## config.mk

```make
export PLATFORM = sky130hd
export DESIGN_NAME = reg_hazard_scoreboard
export DESIGN_NICKNAME = d
export VERILOG_FILES = /design/src/rtl/reg_hazard_scoreboard.sv
export SDC_FILE = /design/constraint.sdc
export NUM_CORES = 1
export LEC_CHECK = 0
export ABC_CLOCK_PERIOD_IN_PS = 5800
export CAP_MARGIN = 20
export CORE_MARGIN = 10
export CORE_UTILIZATION = 65
export DETAILED_ROUTE_END_ITERATION = 8
export PLACE_DENSITY = 0.89
export SETUP_SLACK_MARGIN = 0.15
export SKIP_LAST_GASP = 1
export SYNTH_ARGS = -nofsm -noshare
export SYNTH_HDL_FRONTEND = slang
export SYNTH_SLANG_ARGS = --single-unit
```

## constraint.sdc

```tcl
create_clock -name clk -period 5.8 [get_ports clk]
set_input_delay 0.87 -clock clk [delete_from_list [all_inputs] [get_ports clk]]
set_output_delay 0.87 -clock clk [all_outputs]
set_load 0.1 [all_outputs]
```

## src/rtl/reg_hazard_scoreboard.sv

```systemverilog
// Register scoreboard for the 5-stage pipeline: tracks in-flight writes,
// resolves load-use stalls and selects operand forwarding sources.
module reg_hazard_scoreboard #(
    parameter int NREG = 32,
    parameter int AW   = 5
) (
    input  logic            clk,
    input  logic            rst,
    input  logic            id_valid,
    input  logic [AW-1:0]   id_rs1,
    input  logic            id_rs1_en,
    input  logic [AW-1:0]   id_rs2,
    input  logic            id_rs2_en,
    input  logic [AW-1:0]   id_rd,
    input  logic            id_rd_we,
    input  logic            id_is_load,
    input  logic            flush,
    input  logic            pipe_hold,
    input  logic            wb_valid,
    input  logic [AW-1:0]   wb_rd,
    output logic            id_stall,
    output logic            issue,
    output logic [1:0]      fwd_a,
    output logic [1:0]      fwd_b,
    output logic [NREG-1:0] busy_vec,
    output logic            sb_err
);

    logic [NREG-1:0] busy_q, busy_d;
    logic [NREG-1:0] ld_q, ld_d;
    logic [1:0]      age_q [NREG];
    logic [1:0]      age_d [NREG];
    logic            sb_err_q, sb_err_d;

    logic [2:0]      chk_a, chk_b;
    logic            alloc;

    // Returns {load_use, fwd[1:0]} for one source operand.
    function automatic logic [2:0] src_check(input logic en, input logic [AW-1:0] idx);
        logic [2:0] r;
        r = '0;
        if (en && (idx != '0) && busy_q[idx]) begin
            case (age_q[idx])
                2'd0:    r = ld_q[idx] ? 3'b100 : 3'b001;
                2'd1:    r = 3'b010;
                default: r = 3'b011;
            endcase
        end
        return r;
    endfunction

    always_comb begin
        chk_a    = src_check(id_rs1_en, id_rs1);
        chk_b    = src_check(id_rs2_en, id_rs2);
        fwd_a    = chk_a[1:0];
        fwd_b    = chk_b[1:0];
        id_stall = id_valid & (chk_a[2] | chk_b[2]);
        issue    = id_valid & ~id_stall & ~flush & ~pipe_hold;
        alloc    = issue & id_rd_we & (id_rd != '0);
        busy_vec = busy_q;
        sb_err   = sb_err_q;
    end

    // Per entry: age first, then WB clear, then allocation (allocation wins).
    always_comb begin
        busy_d   = busy_q;
        ld_d     = ld_q;
        sb_err_d = sb_err_q;
        for (int unsigned i = 0; i < NREG; i++) begin
            age_d[i] = age_q[i];
        end
        for (int unsigned i = 1; i < NREG; i++) begin
            logic wb_hit;
            wb_hit = wb_valid && (wb_rd == AW'(i)) && (age_q[i] >= 2'd2);
            if (busy_q[i] && !pipe_hold && (age_q[i] != 2'd3)) begin
                age_d[i] = age_q[i] + 2'd1;
                if ((age_q[i] == 2'd2) && !wb_hit) begin
                    sb_err_d = 1'b1;
                end
            end
            if (busy_q[i] && wb_hit) begin
                busy_d[i] = 1'b0;
            end
            if (alloc && (id_rd == AW'(i))) begin
                busy_d[i] = 1'b1;
                age_d[i]  = 2'd0;
                ld_d[i]   = id_is_load;
            end
        end
        busy_d[0] = 1'b0;
        ld_d[0]   = 1'b0;
        age_d[0]  = 2'd0;
    end

    always_ff @(posedge clk or posedge rst) begin
        if (rst) begin
            busy_q   <= '0;
            ld_q     <= '0;
            sb_err_q <= 1'b0;
            for (int unsigned i = 0; i < NREG; i++) begin
                age_q[i] <= '0;
            end
        end else begin
            busy_q   <= busy_d;
            ld_q     <= ld_d;
            sb_err_q <= sb_err_d;
            for (int unsigned i = 0; i < NREG; i++) begin
                age_q[i] <= age_d[i];
            end
        end
    end

endmodule

```

==> results.toml, run 1 <==
[status]
status = "finished, final reports clean"

[floorplanning]
std_cell_rows = 43
start_util = 0.6617
chipWidth_um = 138.9
dieArea_um2 = 19290
core-area_um2 = 13880
chipHeight_um = 138.9
io_pins = 69

[cts]
cts-root-buf = "clkbuf_16"
clk_latency_ns = 0.43
cts_buffers = 17
cts_tree = "done"
cts_setup_buffers = 0
cts_hold_buf = 0
htreeDepth = 4
clkTransAtPathRegs_ns = 0.05
ctsResizeCount = 0
cts.sinks = 125
clock_path_buffers = 2

[yosys]
synth_edf_count = 0
muxShareOfSynthArea = 0.1962
yosys.area_share.simple = 0.1913
syn_area_um2 = 9185
syn_inst = 885
synth_top_family_by_area = "multiplexers"
synthFlopType = "dfrtp_1"
synthArstFlopShare = 1.000
synth_nets = 977
ys_warn_count = 0
yosys_register_bits = 125
synth_compound_area_frac = 0.1172
synth_cell_types = 56
synth_adder_area_share = 0.08446
synth-seq-area-share = 0.3406
syn_area_per_cell_um2 = 10.38
synthXorXnorAreaFrac = 0.02956

[setup_path]
worst-setup-path-type = "primary input to primary output"
cp_data_required_time_ns = 4.93
arrival_ns = 3.95
cp_slowest_cell = "clkdlybuf4s50_1"
cp_top_family = "buffers and inverters"
max_stage_delay_ns = 0.87
crit_fanout = 17
crit_chain = "clkdlybuf4s50_1 -> buf_4 -> mux4_2 -> a22oi_1 -> nand4_1 -> or4_1 -> o31ai_4 -> and2_1 -> buf_12"
cp-startpoint = "id_rs2[2]"
crit_buf_inv = 3
cp-end-kind = "primary output"
crit_path_start_kind = "primary input"
r2r-start = "age_q[56]"

[sta]
fin_worst_skew_ns = 0.01013
final_max_slew_viol_count = 0
slew_headroom = 0.2019
rsz0062_at_grt = "no"
period_needed_ns = 4.816
finalSetupTns_ns = 0
worst_pin_slew_ns = 1.195
worst_slack_ns = 0.9841
fmax_ghz = 0.2076
setup_viol = 0
hold_violations = 0
min_period_over_period = 0.8303

[grt]
antenna_found_initial = 1
grt_pass1_wl_mm = 45.85
grt_pass1_vias = 7937
grt_overflow = 0
grt_max_degree = 65
grt_use_total = 0.2988

[cells_and_area]
layout_commonest_cell = "dfrtp_1"
most-common-layout-cells = "dfrtp_1, nor2_1, ha_1, clkdlybuf4s50_1, nand2_1"
stdcell_count = 1131
syn_to_final_growth_pct = 14.86
layout-drive-gt1-share = 0.1789
nets = 1029

[route]
ant_nets = 0
wirelength_mm = 29.04
vias = 8021
dr.pass1.iters = 5
drt_iter0_drc = 1196
wl_per_cell_um = 25.68
viasPerCell = 7.092
route.detailed.drc = 0

[placed_design]
portBuffers = 67
place.gp.congestion = 1.000
dp_slack_ns = 1.046
dp_hpwl_mm = 20.82
place_inst = 1098

[run]
max-cap-violations = 0

[min_path]
worstHoldStart = "ld_q[5]"
min_path_type = "flop to flop"

[power_and_ir_drop]
power.static_leakage_nw = 4.362
vdd_ir_drop_max_uv = 335.5
powerDensity_nw_per_um2 = 399.5
## flip-flops by register name (all words and copies together) (netlist names)
signal	flops
busy_vec	31
age_q	62
sb_err	1
ld_q	31
## per-layer routing
layer,part of all wire,global-route usage,up-vias,wire (um)
li1,-,-,3381,-
met2,0.44,0.4469,678,12820
met5,0,0,-,0
met4,0.054,0.1532,0,1554
met1,0.38,0.3863,3825,10920
met3,0.13,0.08664,137,3747
## power by group
part | leakage (nW) | switching [mW] | internal [mW]
Combinational | 2.45 | 0.797 | 0.659
Clock | 0.306 | 0.414 | 0.770
Sequential | 1.61 | 0.457 | 1.12
## stage by stage
stage	total power [mW]	hold slack, ns	utilization	instance area [um2]
CTS	4.175	0.5292	0.7599	10550
floorplan	2.528	0.4695	-	9191
finish	4.215	0.5366	0.7601	10550
global placement	2.882	0.4992	0.7138	9908
global route	4.437	0.5445	0.7599	10550
detailed placement	2.970	0.5167	0.7138	9908
## worst register-to-register path, stage by stage, from the launching register on
cell and delay [ns]:
dfrtp_1 0.45, mux2_2 0.29, a221oi_1 0.44, a211oi_1 0.12, o32ai_1 0.46, nand2_2 0.12
o31ai_4 0.38, buf_4 0.54, or4_1 0.29, mux2_2 0.36
## logic make-up after synthesis
logic type	count (synthesis)
AOI/OAI and AO/OA	161
xor gates and xnor gates	31
adders and majority gates	62
buffers and inverters	78
DFF	125
muxes	108
other	1
and+or+nand+nor	319
## worst paths after layout
check	cells after the start	end	slack [ns]
min in group asynchronous	3	age_q[11]	1.03
max reg2reg	9	ld_q[22]	2.24
min	1	ld_q[5]	0.54
max	9	id_stall	0.98
min reg2reg	1	ld_q[5]	0.54
max in group asynchronous	3	busy_vec[4]	4.19
## cell usage after synthesis, types with 3 or more instances
cell type  number  area, um2
buf_1           3      11.26
o21ai_0        53      265.3
nor4_2         15      187.7
nand2_1        55      206.5
or2_2           3      18.77
a31oi_1         9      56.30
buf_6           7      78.83
mux4_2         47       1059
nor3b_1        35      262.8
a21oi_1        20      100.1
a211oi_1       23      172.7
a221oi_1        7      61.31
mux2_1          6      67.56
mux2i_1        15      150.1
nor3_1         11      55.05
mux2_4         20      300.3
nand2b_1       13      81.33
xnor2_1        31      271.5
nor2_1        102      382.9
nor3_2          9      90.09
buf_4           4      30.03
mux2_2         20      225.2
nor2b_1        17      106.4
clkbuf_1       19      71.32
dfrtp_1       125       3128
or4_1           4      30.03
a22oi_1         9      67.56
nand3_1        27      135.1
ha_1           62      775.7
a21o_1         11      82.58
inv_1          34      127.6
and2_1          7      43.79
nand4_1         9      56.30
o211ai_1       14      105.1
buf_2           9      45.04
## layout make-up
cell class / count / area, um2
Inverter: 36 / 137.6
Sequential cell: 125 / 3128
Timing Repair Buffer: 75 / 725.7
Antenna cell: 1 / 2.502
Clock buffer: 20 / 446.7
Fill cell: 911 / 3331
Multi-Input combinational cell: 682 / 5692
Tap cell: 180 / 225.2
Clock inverter: 12 / 192.7
Note: power is estimated with default switching activity, not from simulation.
==> inputs of run 2 (changes only) <==
--- a/config.mk
+++ b/config.mk
@@ -5,12 +5,12 @@
 export SDC_FILE = /design/constraint.sdc
 export NUM_CORES = 1
 export LEC_CHECK = 0
-export ABC_CLOCK_PERIOD_IN_PS = 5800
+export ABC_CLOCK_PERIOD_IN_PS = 4650
 export CAP_MARGIN = 20
 export CORE_MARGIN = 10
-export CORE_UTILIZATION = 65
+export CORE_UTILIZATION = 60
 export DETAILED_ROUTE_END_ITERATION = 8
-export PLACE_DENSITY = 0.89
+export PLACE_DENSITY = 0.83
 export SETUP_SLACK_MARGIN = 0.15
 export SKIP_LAST_GASP = 1
 export SYNTH_ARGS = -nofsm -noshare
==> constraint.sdc (replaced) <==
create_clock -name clk -period 4.65 [get_ports clk]
set_input_delay 0.6975 -clock clk [delete_from_list [all_inputs] [get_ports clk]]
set_output_delay 0.6975 -clock clk [all_outputs]
set_load 0.1 [all_outputs]
==> results.toml, run 2 (synthesis gave the netlist of run 1 again) <==
[route]
drt_iter0_drc = 1059
wirelength_mm = 29.13
route.detailed.drc = 0
viasPerCell = 6.884
wl_per_cell_um = 25.31
dr.pass1.iters = 5
ant_nets = 0
vias = 7924

[cts]
htreeDepth = 4
cts_hold_buf = 0
clkTransAtPathRegs_ns = 0.05
cts_buffers = 17
cts_tree = "done"
clk_latency_ns = 0.43
cts_setup_buffers = 0
cts.sinks = 125
clock_path_buffers = 2
cts-root-buf = "clkbuf_16"
ctsResizeCount = 0

[floorplanning]
io_pins = 69
start_util = 0.6087
std_cell_rows = 45
dieArea_um2 = 20660
core-area_um2 = 15090
chipHeight_um = 143.7
chipWidth_um = 143.7

[sta]
rsz0062_at_grt = "no"
slew_headroom = 0.3352
setup_viol = 0
hold_violations = 0
fmax_ghz = 0.2280
period_needed_ns = 4.386
worst_pin_slew_ns = 0.9941
final_max_slew_viol_count = 0
min_period_over_period = 0.9432
fin_worst_skew_ns = 0.006610
holdWs_ns = 0.5323
finalSetupTns_ns = 0

[setup_path]
arrival_ns = 3.69
worst-setup-path-type = "primary input to primary output"
cp-end-kind = "primary output"
crit_fanout = 22
reg2reg_to = "ld_q[22]"
r2r_slack_ns = 1.22
r2r-start = "age_q[34]"
crit_path_start_kind = "primary input"
r2r_cells = 9
cp_data_required_time_ns = 3.95

[cells_and_area]
layout-drive-gt1-share = 0.1890
most-common-layout-cells = "dfrtp_1, nor2_1, ha_1, clkdlybuf4s50_1, nand2_1"
layout_commonest_cell = "dfrtp_1"
syn_to_final_growth_pct = 16.85
nets = 1043
diodes = 0
largest_register_ff_count = 62
top_register = "age_q"

[placed_design]
portBuffers = 67
dp_hpwl_mm = 21.56
place.gp.congestion = 1.006

[power_and_ir_drop]
vdd_ir_drop_max_uv = 332.7
powerDensity_nw_per_um2 = 477.2
power.static_leakage_nw = 4.454

[min_path]
min_path_cells = 1
min_path_type = "flop to flop"
worstHoldStart = "ld_q[21]"
min_to = "ld_q[21]"

[grt]
grt_max_degree = 65
grt_pass1_vias = 7736
antenna_found_initial = 1
grt_use_total = 0.2914
grt_pass1_wl_mm = 45.55
grt_overflow = 0

[run]
max-cap-violations = 0

[status]
status = "finished, final reports clean"
[run 2: cell types whose count changed in the layout (fill, tap and decap cells not counted)]
cell        before  now
buf_12           2   11
buf_4           12   17
clkbuf_8         1    5
bufinv_16        5    2
clkinvlp_4       3    1
clkbuf_1         2    3
clkinv_2         4    3
diode_2          1    0
nor4b_2          1    0
nor4b_4          0    1
[run 2: how the worst max path moves through the flow]
| stage | startpoint | end | slack (ns) | cells past startpoint |
|---|---|---|---|---|
| 2_1_floorplan | id_rs1[0] | fwd_a[0] | 0.29 | 7 |
| 3_3_place_gp | id_rs1[1] | id_stall | 0.33 | 10 |
| 3_5_place_dp | id_rs1[1] | id_stall | 0.33 | 10 |
| 4_1_cts | id_rs1[1] | id_stall | 0.32 | 10 |
| 5_1_grt | id_rs1[1] | id_stall | 0.15 | 10 |
| 6_report | id_rs1[1] | id_stall | 0.26 | 10 |
[run 2: metrics by stage]
stage	area, um2	total power [mW]	util	instances	setup slack (ns)
6_report	10730	5.122	0.7113	1151	0.2641
5_1_grt	10730	5.415	0.7113	1151	0.1518
4_1_cts	10730	5.090	0.7108	1150	0.3196
3_5_place_dp	10140	3.734	0.6718	1119	0.3322
3_3_place_gp	10140	3.641	0.6718	1119	0.3257
2_1_floorplan	9200	3.154	-	885	0.2851
[run 2: cell type report]
cell class                      count  area, um2
Multi-Input combinational cell    682       5700
Fill cell                        1079       4357
Sequential cell                   125       3128
Timing Repair Buffer               89      943.4
Clock buffer                       25      505.5
Tap cell                          188      235.2
Inverter                           36      137.6
Clock inverter                      6      82.58
[run 2: routing by layer]
metal	global-route usage	vias to the layer above	share of wire
li1	-	3411	-
met1	0.3732	3883	0.39
met2	0.4436	534	0.46
met3	0.08944	94	0.12
met4	0.1333	2	0.041
met5	0	-	0.00058
[run 2: worst max-delay path: stages]
cell and delay, ns:
buf_2 0.45, buf_4 0.31, mux4_2 0.31, mux2i_1 0.14
nor2_1 0.05, o32ai_1 0.48, nand2_2 0.12, o31ai_4 0.62
and2_1 0.28, buf_12 0.19
[run 2: where the power goes]
| part | leakage, nW | internal, mW | switching, mW | total, mW |
|---|---|---|---|---|
| registers | 1.61 | 1.40 | 0.575 | 1.97 |
| clock network | 0.289 | 0.854 | 0.477 | 1.33 |
| logic | 2.56 | 0.839 | 0.982 | 1.82 |
